--- config.mk ---
export PLATFORM = sky130hd
export DESIGN_NAME = flex_timer
export DESIGN_NICKNAME = d
export VERILOG_FILES = /design/src/rtl/flex_timer.sv
export SDC_FILE = /design/constraint.sdc
export NUM_CORES = 1
export LEC_CHECK = 0
export CELL_PAD_IN_SITES_DETAIL_PLACEMENT = 0
export CELL_PAD_IN_SITES_GLOBAL_PLACEMENT = 1
export CORE_MARGIN = 1.5
export CORE_UTILIZATION = 39
export CTS_CLUSTER_SIZE = 30
export DETAILED_ROUTE_END_ITERATION = 8
export PLACE_DENSITY_LB_ADDON = 0.1
export SYNTH_ARGS = -nofsm -noshare
export SYNTH_HDL_FRONTEND = slang
export SYNTH_SLANG_ARGS = --single-unit
--- constraint.sdc ---
create_clock -name i_clk -period 3.6 [get_ports i_clk]
set_input_delay 0.36 -clock i_clk [delete_from_list [all_inputs] [get_ports i_clk]]
set_output_delay 0.36 -clock i_clk [all_outputs]
set_load 0.03 [all_outputs]
--- src/rtl/flex_timer.sv ---
// ---------------------------------------------------------------------------
// flex_timer
//   PWM timebase: a prescaled counter that runs up, down, up-down
//   (centre-aligned) or as a one-shot up counter. Period and compare values
//   are double-buffered through shadow registers. The shadows reload on
//   clear and on every update event, so mid-period writes only take effect
//   at the next period boundary.
//
// Parameters
//   NUM_CNT_BITS   width of counter, period and each compare value
//   NUM_CMP        number of compare channels
//   PRESCALE_BITS  width of prescaler divide value
//
// Ports
//   i_clk            system clock, rising edge
//   i_rst_n          asynchronous active-low reset
//   i_clear          synchronous restart: count/prescaler to 0, load shadows
//   i_count_enable   enables prescaler and counter
//   i_mode           00 up, 01 down, 10 up-down, 11 one-shot up
//   i_period         terminal value P (count range 0..P)
//   i_prescale       counter ticks every i_prescale+1 enabled cycles
//   i_cmp_val        compare values, channel i at [i*NUM_CNT_BITS +: NUM_CNT_BITS]
//   o_count_out      current count (registered)
//   o_dir            0 counting up, 1 counting down (up-down mode only)
//   o_rollover_flag  one-cycle pulse in the cycle the post-update count shows
//   o_cmp_match      channel i high while o_count_out < compare shadow i
//   o_done           one-shot finished, counter halted until clear
// ---------------------------------------------------------------------------
module flex_timer #(
  parameter int NUM_CNT_BITS  = 8,
  parameter int NUM_CMP       = 2,
  parameter int PRESCALE_BITS = 4
) (
  input  logic                            i_clk,
  input  logic                            i_rst_n,
  input  logic                            i_clear,
  input  logic                            i_count_enable,
  input  logic [1:0]                      i_mode,
  input  logic [NUM_CNT_BITS-1:0]         i_period,
  input  logic [PRESCALE_BITS-1:0]        i_prescale,
  input  logic [NUM_CMP*NUM_CNT_BITS-1:0] i_cmp_val,
  output logic [NUM_CNT_BITS-1:0]         o_count_out,
  output logic                            o_dir,
  output logic                            o_rollover_flag,
  output logic [NUM_CMP-1:0]              o_cmp_match,
  output logic                            o_done
);

  typedef enum logic [1:0] {
    MODE_UP      = 2'b00,
    MODE_DOWN    = 2'b01,
    MODE_UPDOWN  = 2'b10,
    MODE_ONESHOT = 2'b11
  } mode_t;

  localparam logic [NUM_CNT_BITS-1:0]  CNT_ZERO = '0;
  localparam logic [NUM_CNT_BITS-1:0]  CNT_ONE  = NUM_CNT_BITS'(1);
  localparam logic [PRESCALE_BITS-1:0] PS_ZERO  = '0;
  localparam logic [PRESCALE_BITS-1:0] PS_ONE   = PRESCALE_BITS'(1);

  // State registers
  logic [PRESCALE_BITS-1:0]        r_pcnt;
  logic [NUM_CNT_BITS-1:0]         r_count;
  logic                            r_dir;
  logic                            r_done;
  logic                            r_rollover;
  logic [NUM_CNT_BITS-1:0]         r_period_sh;
  logic [NUM_CMP*NUM_CNT_BITS-1:0] r_cmp_sh;
  logic [NUM_CMP-1:0]              r_cmp_match;

  // Next-state and control wires
  mode_t                           w_mode;
  logic                            w_run;
  logic                            w_tick;
  logic                            w_update;
  logic                            w_load_sh;
  logic [PRESCALE_BITS-1:0]        w_pcnt_nxt;
  logic [NUM_CNT_BITS-1:0]         w_count_nxt;
  logic [NUM_CNT_BITS-1:0]         w_count_inc;
  logic [NUM_CNT_BITS-1:0]         w_count_dec;
  logic                            w_dir_nxt;
  logic                            w_done_nxt;
  logic [NUM_CNT_BITS-1:0]         w_period_sh_nxt;
  logic [NUM_CMP*NUM_CNT_BITS-1:0] w_cmp_sh_nxt;
  logic [NUM_CMP-1:0]              w_cmp_match_nxt;

  assign w_mode      = mode_t'(i_mode);
  assign w_count_inc = r_count + CNT_ONE;
  assign w_count_dec = r_count - CNT_ONE;

  // A finished one-shot freezes the prescaler as well as the counter, so the
  // timer is completely idle until a clear arrives.
  assign w_run  = i_count_enable && !r_done;
  assign w_tick = w_run && (r_pcnt == i_prescale);

  // Prescaler: divides enabled cycles by i_prescale+1 and holds its value
  // whenever the timer is not running.
  always_comb begin
    w_pcnt_nxt = r_pcnt;
    if (i_clear) begin
      w_pcnt_nxt = PS_ZERO;
    end else if (w_tick) begin
      w_pcnt_nxt = PS_ZERO;
    end else if (w_run) begin
      w_pcnt_nxt = r_pcnt + PS_ONE;
    end
  end

  // Counter core. All arithmetic uses the period shadow so a new period only
  // applies from the next boundary. A zero period pins the count at 0 and
  // makes every tick an update event in all modes.
  //
  // In up-down mode the direction flag flips in the same cycle the count
  // reaches a turning point: it reads 1 while the count sits at P and 0
  // again when the count lands on 0, which is also where the update event
  // (the valley) is placed. This keeps dir aligned with the slope the PWM
  // stage sees at each visible count.
  always_comb begin
    w_count_nxt = r_count;
    w_dir_nxt   = r_dir;
    w_done_nxt  = r_done;
    w_update    = 1'b0;
    if (i_clear) begin
      w_count_nxt = CNT_ZERO;
      w_dir_nxt   = 1'b0;
      w_done_nxt  = 1'b0;
    end else if (w_tick) begin
      if (r_period_sh == CNT_ZERO) begin
        w_count_nxt = CNT_ZERO;
        w_dir_nxt   = 1'b0;
        w_update    = 1'b1;
        if (w_mode == MODE_ONESHOT) begin
          w_done_nxt = 1'b1;
        end
      end else begin
        case (w_mode)
          MODE_UP: begin
            if (r_count >= r_period_sh) begin
              w_count_nxt = CNT_ZERO;
              w_update    = 1'b1;
            end else begin
              w_count_nxt = w_count_inc;
            end
          end
          MODE_DOWN: begin
            if (r_count == CNT_ZERO) begin
              w_count_nxt = r_period_sh;
              w_update    = 1'b1;
            end else begin
              w_count_nxt = w_count_dec;
            end
          end
          MODE_UPDOWN: begin
            if (!r_dir) begin
              if (r_count >= r_period_sh) begin
                w_count_nxt = r_period_sh - CNT_ONE;
                w_dir_nxt   = 1'b1;
              end else begin
                w_count_nxt = w_count_inc;
                w_dir_nxt   = (w_count_inc >= r_period_sh);
              end
            end else begin
              if (r_count <= CNT_ONE) begin
                w_count_nxt = CNT_ZERO;
                w_dir_nxt   = 1'b0;
                w_update    = 1'b1;
              end else begin
                w_count_nxt = w_count_dec;
              end
            end
          end
          default: begin
            if (r_count >= r_period_sh) begin
              w_count_nxt = CNT_ZERO;
              w_done_nxt  = 1'b1;
              w_update    = 1'b1;
            end else begin
              w_count_nxt = w_count_inc;
            end
          end
        endcase
      end
    end
    if (w_mode != MODE_UPDOWN) begin
      w_dir_nxt = 1'b0;
    end
  end

  // Shadow registers reload from the live inputs on clear and on every
  // update event; otherwise mid-period writes are ignored.
  assign w_load_sh = i_clear || w_update;

  always_comb begin
    w_period_sh_nxt = r_period_sh;
    w_cmp_sh_nxt    = r_cmp_sh;
    if (w_load_sh) begin
      w_period_sh_nxt = i_period;
      w_cmp_sh_nxt    = i_cmp_val;
    end
  end

  // Compare outputs are registered but built from the next count and the
  // next shadows, so they line up with o_count_out in the same cycle.
  always_comb begin
    w_cmp_match_nxt = '0;
    for (int i = 0; i < NUM_CMP; i++) begin
      w_cmp_match_nxt[i] = (w_count_nxt < w_cmp_sh_nxt[i*NUM_CNT_BITS +: NUM_CNT_BITS]);
    end
  end

  // State update with asynchronous active-low reset.
  always_ff @(posedge i_clk or negedge i_rst_n) begin
    if (!i_rst_n) begin
      r_pcnt      <= PS_ZERO;
      r_count     <= CNT_ZERO;
      r_dir       <= 1'b0;
      r_done      <= 1'b0;
      r_rollover  <= 1'b0;
      r_period_sh <= CNT_ZERO;
      r_cmp_sh    <= '0;
      r_cmp_match <= '0;
    end else begin
      r_pcnt      <= w_pcnt_nxt;
      r_count     <= w_count_nxt;
      r_dir       <= w_dir_nxt;
      r_done      <= w_done_nxt;
      r_rollover  <= w_update;
      r_period_sh <= w_period_sh_nxt;
      r_cmp_sh    <= w_cmp_sh_nxt;
      r_cmp_match <= w_cmp_match_nxt;
    end
  end

  assign o_count_out     = r_count;
  assign o_dir           = r_dir;
  assign o_rollover_flag = r_rollover;
  assign o_cmp_match     = r_cmp_match;
  assign o_done          = r_done;

endmodule

---- After elaboration in Yosys (flattened, before gate mapping) ----
Index checks and enable logic that the tools add are counted.
storage, ports and cells
  register bits after elaboration ......... 41
  input port bits ......................... 34
  output and inout port bits .............. 13
  word-level logic and storage cells ...... 74
cells by class
  $add $sub $neg .......................... 4
  order comparisons ....................... 5
  equal/unequal tests ..................... 7
  multiplexer cells ....................... 35
  reductions and logical operators ........ 15
operators by type and width
  cell                   count
  $mux W8                8
  $mux W1                21
  $ge A8 B8 Y1           2
  $logic_not A8 Y1       2
  $lt A8 B8 Y1           2
  $mux W16               1
  $pmux W8 S2            1
  $sub A8 B1 Y8 const B  2
  $mux W4                3
  $reduce_bool A3 Y1     3
  $add A8 B1 Y8 const B  1
  $le A8 B1 Y1 const B   1
  $add A4 B1 Y4 const B  1
  $eq A2 B2 Y1 const B   2
  $eq A4 B4 Y1           1
  $reduce_and A4 Y1      1
  $reduce_bool A4 Y1     1
  $ne A3 B1 Y1 const B   1
  $ne A3 B2 Y1 const B   1
  $reduce_or A3 Y1       1
  $eq A2 B1 Y1 const B   1
  $logic_and A1 B1 Y1    2
  $logic_not A2 Y1       1
  $ne A2 B2 Y1 const B   1
  other kinds (5)        5

---- Depth between registers and ports, before layout ----
Gate-level depths: netlist (run 1).
  depth in word-level cells ............... 10
  depth in mapped cells ................... 16
  gate-level depth less buffers ........... 15

---- Least setup slack after synthesis (run 1) ----
OpenSTA, ideal clock, no wires.
  path type ............................... register to register
  start ................................... register r_count[0] (netlist: o_count_out[0])
  end ..................................... register r_cmp_match[1] (netlist: o_cmp_match[1])
  library setup time ...................... 96 ps
  arrival time ............................ 3933 ps
  required time ........................... 3504 ps
  path slack .............................. -429 ps
  cell stages (with the launch flop) ...... 15
  path buffers ............................ 1
  clock period less this slack ............ 4029 ps
  cell sequence ........................... dfrtp_1 > inv_1 > ha_1 > nand2b_1 > a2111oi_2 > o2111ai_1 > a31oi_4 > buf_4 > mux2i_1 > ha_1 > o21a_1 > o21ai_0 > nor2_1 > mux2_2 > nor4_2
between the ends
  longest elaborated chain between the ends .. 10
  elaborated cells on any way between the ends .. 25
  those cells by class .................... add/sub (2); order compare (3); mux (18); reduce/logical (2)
ends and longest elaborated chain
  element                 RTL line  text
  from (decl)             63        logic [NUM_CNT_BITS-1:0] r_count;
  from (signal assigned)  224       r_count <= w_count_nxt;
  $le A8 B1 Y1            163       if (r_count <= CNT_ONE) begin
  $mux W1                 163
  $mux W1                 154       if (!r_dir) begin
  $pmux W1 S2             136       case (w_mode)
  $mux W1                 128       if (r_period_sh == CNT_ZERO) begin
  $mux W1                 127       end else if (w_tick) begin
  $mux W1                 123       if (i_clear) begin
  $logic_or A1 B1 Y1      191       assign w_load_sh = i_clear || w_update;
  $mux W16                196       if (w_load_sh) begin
  $lt A8 B8 Y1 *          207       w_cmp_match_nxt[i] = (w_count_nxt < w_cmp_sh_nxt[i*NUM_CNT_BITS +: NUM_CNT_BITS]);
  net w_cmp_match_nxt[1]  85        logic [NUM_CMP-1:0] w_cmp_match_nxt;
  to (signal assigned)    230       r_cmp_match <= w_cmp_match_nxt;
  to (decl)               69        logic [NUM_CMP-1:0] r_cmp_match;
The timed path passes the listed nets; every way through them passes the cells marked *.
A chain may end at the register's enable or synchronous reset.

---- Worst setup path after layout (run 1) ----
Ends and elaborated chain as after synthesis.

==> flow_summary_export.csv, run 1 <==
group,metric,value,unit
clock_tree,htree_num_levels,2,
critical_path,critical_path_class,"reg -> reg",
job,maxCapViolations,0,
placement,pre_cts_ws,-82.5,ps
routing,routed_via_density,5.48,
timing,maxSlewViolCount,0,
critical_path,crit_fanout,5,
clock_tree,clkSinkCount,41,
critical_path,worst_setup_path_start_kind,"flip-flop",
die,core-area,8340,µm²
placement,hpwl,7.26,mm
synth,synthesis.area,3410,µm²
timing,rsz0062_at_grt,"true",
grt,grt_pass1_wl,14.7,mm
die,die_y,96.5,µm
die,rows,33,
clock_tree,cts.clk_slew.worst_paths,80,ps
finish,nets,517,
routing,detail_route.wl_per_cell,17.1,µm
synth,synth_nets,434,
synth,ys_warn_count,0,
synth,ys_seq_elements,41,
die,die_w,96.5,µm
clock_tree,cts_root_buf,"clkbuf_8",
synth,synth-edff-count,0,
timing,finalCritPeriodShare,1.00,
synth,synth_seq_area_share,0.301,
timing,whs,198,ps
grt,grt_usage,0.213,
routing,first_iter_violations,127,
critical_path,end_kind,"flip-flop",
finish,syn_to_final_growth,35.9,%
run_status,status,"finished with violations",
routing,vias,3008,
grt,grt_max_degree,42,
routing,first_pass_iters,5,
placement,gp_congestion,0.877,
clock_tree,cts_hold_buf,0,
timing,finalHoldViolCount,0,
hold_path,hold_path_class,"in -> async",
routing,drt_wl_total,9.39,mm
synth,synth_top_area_share,0.301,
critical_path,crit_required,3790,ps
die,boundaryPins,47,
timing,min_period,3610,ps
finish,drive_gt1_frac,0.236,
pwr,worst_ir_drop_vdd,0.209,mV
critical_path,crit_arrival,3810,ps
pwr,p_leak,0.00211,µW
die,initial_core_util,0.409,
grt,grt.overflow.total,0,
die,die_area,9310,µm²
finish,diodes,0,
timing,fin_skew,3.87,ps
timing,tightest_slew,928,ps
pwr,power.density,288,nW/µm²
timing,finalSetupViolCount,1,
placement,io_buffers,46,
clock_tree,insertion_delay,290,ps
pwr,finalPower,1340,µW
synth,syn-instance-count,360,
finish,finalNonFillerCells,549,
synth,synthTopCellsByArea,"dfrtp_1 (30%), ha_1 (15%), mux2i_1 (5.9%), inv_1 (3.7%), a21oi_1 (3.5%)",
timing,clock.fmax,0.277,GHz
clock_tree,numCtsBuffers,5,
routing,route.detailed.drc,0,
synth,synth_cell_types,61,
clock_tree,cts_buffer_depth,2,
synth,synthArstFlopShare,1.00,
timing,relSlewSlack,0.382,
finish,final_util,0.556,
timing,fin_ws,-13.8,ps
grt,grt_pass1_vias,2876,
clock_tree,cts_tree,"done",
synth,synthTopCellsByCount,"dfrtp_1 (41), ha_1 (40), inv_1 (34), a21oi_1 (24), nor2_1 (24)",
synth,yosysMostFrequentCell,"dfrtp_1",
routing,ant_nets,0,
synth,synth_area_per_cell,9.47,µm²
synth,synth_top_cell_by_area,"dfrtp_1",
grt,antenna_found_initial,0,
synth,synth-main-ff-cell,"dfrtp_1",
placement,dp.cells,535,
run_status,violations,"setup timing",
[routing by layer]
| layer | wire length [µm] | track usage | share of wire | vias to the layer above |
|---|---|---|---|---|
| li1 | - | - | - | 1481 |
| met1 | 4320 | 0.293 | 0.46 | 1425 |
| met2 | 4420 | 0.346 | 0.47 | 88 |
| met3 | 465 | 0.0290 | 0.050 | 14 |
| met4 | 172 | 0.0628 | 0.018 | 0 |
| met5 | 0 | 0 | 0 | - |
[cell usage in the layout, fill, tap and decap left out, drive strengths merged, types with 4 or more instances in the layout]
cell type and instances:
or3 5, a211oi 5, xnor2 13, dfrtp 41, clkdlybuf4s50 45, clkbuf 6, o21ai 12, o21a 8
nand4 5, inv 34, buf 45, mux2 13, nand2 14, xor2 10, nor4 5, and3 4
nor2 24, a22o 6, nand3 7, ha 40, a21oi 24, o221ai 6, nor3 10, mux2i 20
[worst max-delay path, stage by stage, from the launching register on]
cell	delay [ps]
dfrtp_2	440
buf_6	120
ha_2	170
or2_4	230
a32o_2	270
a211o_1	330
a31oi_4	280
buf_6	170
buf_16	120
mux2i_4	220
ha_1	250
nand4_1	120
nor2_1	70
o21ai_2	80
nor2_1	70
mux2_4	280
nor4_2	290
[registers in the layout, indices dropped and copies added (netlist names)]
signal	count
o_cmp_match	2
o_count_out	8
o_dir	1
o_done	1
o_rollover_flag	1
r_cmp_sh	16
r_pcnt	4
r_period_sh	8
[path summary, 6_finish.rpt]
kind	slack (ps)	endpoint	startpoint	depth (start not counted)
max in group asynchronous	2760	o_count_out[0]$_DFF_PN0_	i_rst_n	1
worst min register to register	500	r_cmp_sh[6]$_DFF_PN0_	r_cmp_sh[6]$_DFF_PN0_	2
min in group i_clk	500	r_cmp_sh[6]$_DFF_PN0_	r_cmp_sh[6]$_DFF_PN0_	2
worst max-delay path	-10	o_cmp_match[1]$_DFF_PN0_	o_count_out[0]$_DFF_PN0_	16
worst min-delay path	200	r_cmp_sh[14]$_DFF_PN0_	i_rst_n	1
worst max register to register	-10	o_cmp_match[1]$_DFF_PN0_	o_count_out[0]$_DFF_PN0_	16
[final cells by class]
cell class,count,area [µm²]
fill,770,3710
sequential,41,1030
multi-input combinational,270,2360
inverter,34,130
clock inverter,3,65.1
clock buffer,5,68.8
timing repair buffer,91,851
tap,105,131
[through the flow]
step	TNS [ps]	cell area, µm²
6_report	-13.8	4630
5_1_grt	-217	4630
4_1_cts	0	4400
3_5_place_dp	-164	4230
3_3_place_gp	-0.851	4230
2_1_floorplan	0	3450
[power breakdown]
group	internal (µW)	switching, µW	total (µW)
logic	192	189	382
clock network	276	166	442
registers	492	20.3	512
[repair_timing]
action	CTS	global route
buffers inserted	0	4
endpoints found under the setup margin	2	2
gates cloned	1	1
gates resized for setup	3	33
pin swaps	1	9
[cells by family after synthesis]
logic type / share of synthesized area
muxes: 0.102
AOI/OAI and AO/OA: 0.177
and+or+nand+nor: 0.146
xor gates and xnor gates: 0.0591
adders and majority gates: 0.147
DFF: 0.301
buffers and inverters: 0.0686
No activity file was read; power rests on OpenSTA's default activity.
==> run 2, diff against run 1 <==
--- a/config.mk
+++ b/config.mk
@@ -12,6 +12,7 @@
 export CTS_CLUSTER_SIZE = 30
 export DETAILED_ROUTE_END_ITERATION = 8
 export PLACE_DENSITY_LB_ADDON = 0.1
+export SETUP_SLACK_MARGIN = 0.2
 export SYNTH_ARGS = -nofsm -noshare
 export SYNTH_HDL_FRONTEND = slang
 export SYNTH_SLANG_ARGS = --single-unit
==> run 2 against run 1 <==
The run now ends clean. Register-to-register slack gained 90 ps. Total power shrank 0.34%. Setup slack gained 86 ps. Critical path depth grew 2. Global-route usage grew 2.4 points. Non-clock buffer count grew 21. Sequential power grew 1%. Combinational power grew 6.3%. Die area is the same. Via count grew 5.1%. Critical path type unchanged.
==> flow_summary_export.csv, run 2 (synthesis gave the netlist of run 1 again) <==
group,metric,value,unit
critical_path,crit_family,"compound AO/OA/AOI/OAI gates",
routing,vias,3161,
critical_path,cp_common_cell,"buf_4",
die,initial_core_util,0.409,
pwr,finalPower,1330,µW
routing,first_iter_violations,194,
critical_path,end_kind,"flip-flop",
finish,final_util,0.584,
pwr,worst_ir_drop_vdd,0.197,mV
placement,io_buffers,46,
timing,clock.fmax,0.283,GHz
critical_path,rrSetupSlack,70,ps
critical_path,crit_path_start,"o_count_out[1]$_DFF_PN0_",
critical_path,critical_path_class,"reg -> reg",
grt,met3_usage,0.0344,
clock_tree,cts_buffer_depth,2,
timing,fin_skew,6.41,ps
finish,drive_gt1_frac,0.303,
finish,mostFrequentLayoutCell,"buf_4",
hold_path,hold_path_class,"in -> async",
routing,routed_via_density,5.55,
finish,diodes,0,
finish,regMostFlops,"r_cmp_sh",
grt,grt.overflow.total,0,
timing,tightest_slew,948,ps
timing,finalCritPeriodShare,0.980,
critical_path,slowest_stage,"dfrtp_2",
critical_path,reg2reg_depth,18,
finish,design_area,4870,µm²
routing,route.detailed.drc,0,
clock_tree,cts_tree,"done",
pwr,power.density,273,nW/µm²
finish,nets,538,
die,die_area,9310,µm²
die,boundaryPins,47,
grt,grt_usage,0.236,
clock_tree,cts.clk_slew.worst_paths,90,ps
timing,relSlewSlack,0.368,
critical_path,path_cells,"inv_2 -> buf_4 -> ha_4 -> or2_4 -> a32o_2 -> a211o_1 -> a31oi_4 -> buf_12 -> buf_6 -> mux2i_4 -> ha_4 -> nand4_1 -> nor2_1 -> o21ai_2 -> buf_4 -> a211oi_1 -> buf_4 -> nor4_4",
finish,fillerInstances,735,
die,rows,33,
placement,place_area,4290,µm²
grt,busiest_layer,"met2",
routing,detail_route.wl_per_cell,18.5,µm
grt,grt_max_degree,42,
critical_path,crit_arrival,3730,ps
grt,grt_pass1_wl,16.2,mm
placement,hpwl,7.72,mm
die,die_y,96.5,µm
critical_path,worst_setup_path_start_kind,"flip-flop",
finish,syn_to_final_growth,42.8,%
job,maxCapViolations,0,
routing,drt_wl_total,10.6,mm
clock_tree,cts_hold_buf,0,
routing,first_pass_iters,4,
routing,ant_nets,0,
timing,finalSetupViolCount,0,
die,die_w,96.5,µm
timing,rsz0062_at_grt,"true",
critical_path,crit_buf_inv,6,
timing,whs,206,ps
die,core-area,8340,µm²
clock_tree,cts_root_buf,"clkbuf_8",
finish,layout_common_cells,"buf_4 (56), clkdlybuf4s50_1 (45), dfrtp_1 (36)",
grt,met1_usage,0.334,
placement,gp_congestion,0.898,
critical_path,crit_required,3810,ps
grt,grt_use_met2,0.369,
clock_tree,clkSinkCount,41,
timing,maxSlewViolCount,0,
timing,min_period,3530,ps
critical_path,crit_fanout,8,
grt,antenna_found_initial,0,
grt,grt_pass1_vias,3069,
clock_tree,insertion_delay,300,ps
pwr,p_leak,0.00221,µW
critical_path,timing.rr.start,"o_count_out[1]$_DFF_PN0_",
critical_path,r2r_end,"o_cmp_match[1]$_DFF_PN0_",
critical_path,critPathMaxStageDelay,440,ps
clock_tree,numCtsBuffers,5,
run_status,status,"complete, no violations",
clock_tree,htree_num_levels,2,
finish,largest_reg_flops,16,
timing,finalHoldViolCount,0,
## run 2: layout make-up
cell class	instances	area, µm²	area share
Inverter	34	130	0.0267
Clock inverter	2	37.5	0.00771
Multi-Input combinational cell	270	2440	0.501
Clock buffer	6	82.6	0.0170
Sequential cell	41	1030	0.212
Tap cell	105	131	0.0270
Timing Repair Buffer	112	1020	0.209
## run 2: worst max-delay path by stage
stage / to / slack (ps) / cells after the start
4_1_cts: o_cmp_match[1]$_DFF_PN0_ / 30 / 15
6_report: o_cmp_match[1]$_DFF_PN0_ / 70 / 18
2_1_floorplan: o_cmp_match[1]$_DFF_PN0_ / 110 / 14
3_5_place_dp: o_cmp_match[0]$_DFF_PN0_ / -60 / 16
3_3_place_gp: o_cmp_match[0]$_DFF_PN0_ / 20 / 16
5_1_grt: o_cmp_match[1]$_DFF_PN0_ / -40 / 18
## run 2: worst register-to-register path, delay by kind of cell (launching register included)
kind                       cells  cell delay, ps
AOI/OAI and AO/OA              5             850
adders and majority gates      2             390
buffers and inverters          6             840
DFF                            1             440
muxes                          1             260
and+or+nand+nor                4             640
## run 2: per-layer routing
layer	up-vias	routed length, µm
met5	-	0
li1	1511	-
met3	13	478
met2	84	5050
met4	0	189
met1	1553	4830
## run 2: report_power, final
part           leakage (µW)  switching [µW]  total, µW  internal (µW)
logic               0.00165             197        406            209
registers          0.000499            26.9        519            492
clock network     0.0000574             180        406            226
total               0.00221             404       1330            927
## run 2: timing repair
| action | in CTS | in global routing |
|---|---|---|
| endpoints found under the setup margin | 2 | 2 |
| resized for setup | 12 | 43 |
| buffers inserted | 12 | 10 |
| pin swaps | 11 | 19 |
| gates cloned | 1 | 0 |
## run 2: per-stage QoR
stage               setup slack, ps  setup TNS [ps]  instances
global placement               23.6               0        539
CTS                            33.3               0        560
finish                         71.8               0        570
floorplan                       109               0        360
global route                  -42.0           -67.8        570
detailed placement            -57.5           -97.3        539
==> run 3, diff against run 2 <==
--- a/config.mk
+++ b/config.mk
@@ -5,6 +5,7 @@
 export SDC_FILE = /design/constraint.sdc
 export NUM_CORES = 1
 export LEC_CHECK = 0
+export CAP_MARGIN = 20
 export CELL_PAD_IN_SITES_DETAIL_PLACEMENT = 0
 export CELL_PAD_IN_SITES_GLOBAL_PLACEMENT = 1
 export CORE_MARGIN = 1.5
==> results of run 3 <==
No change in the layout: final DEF, timing and power equal those of run 2.
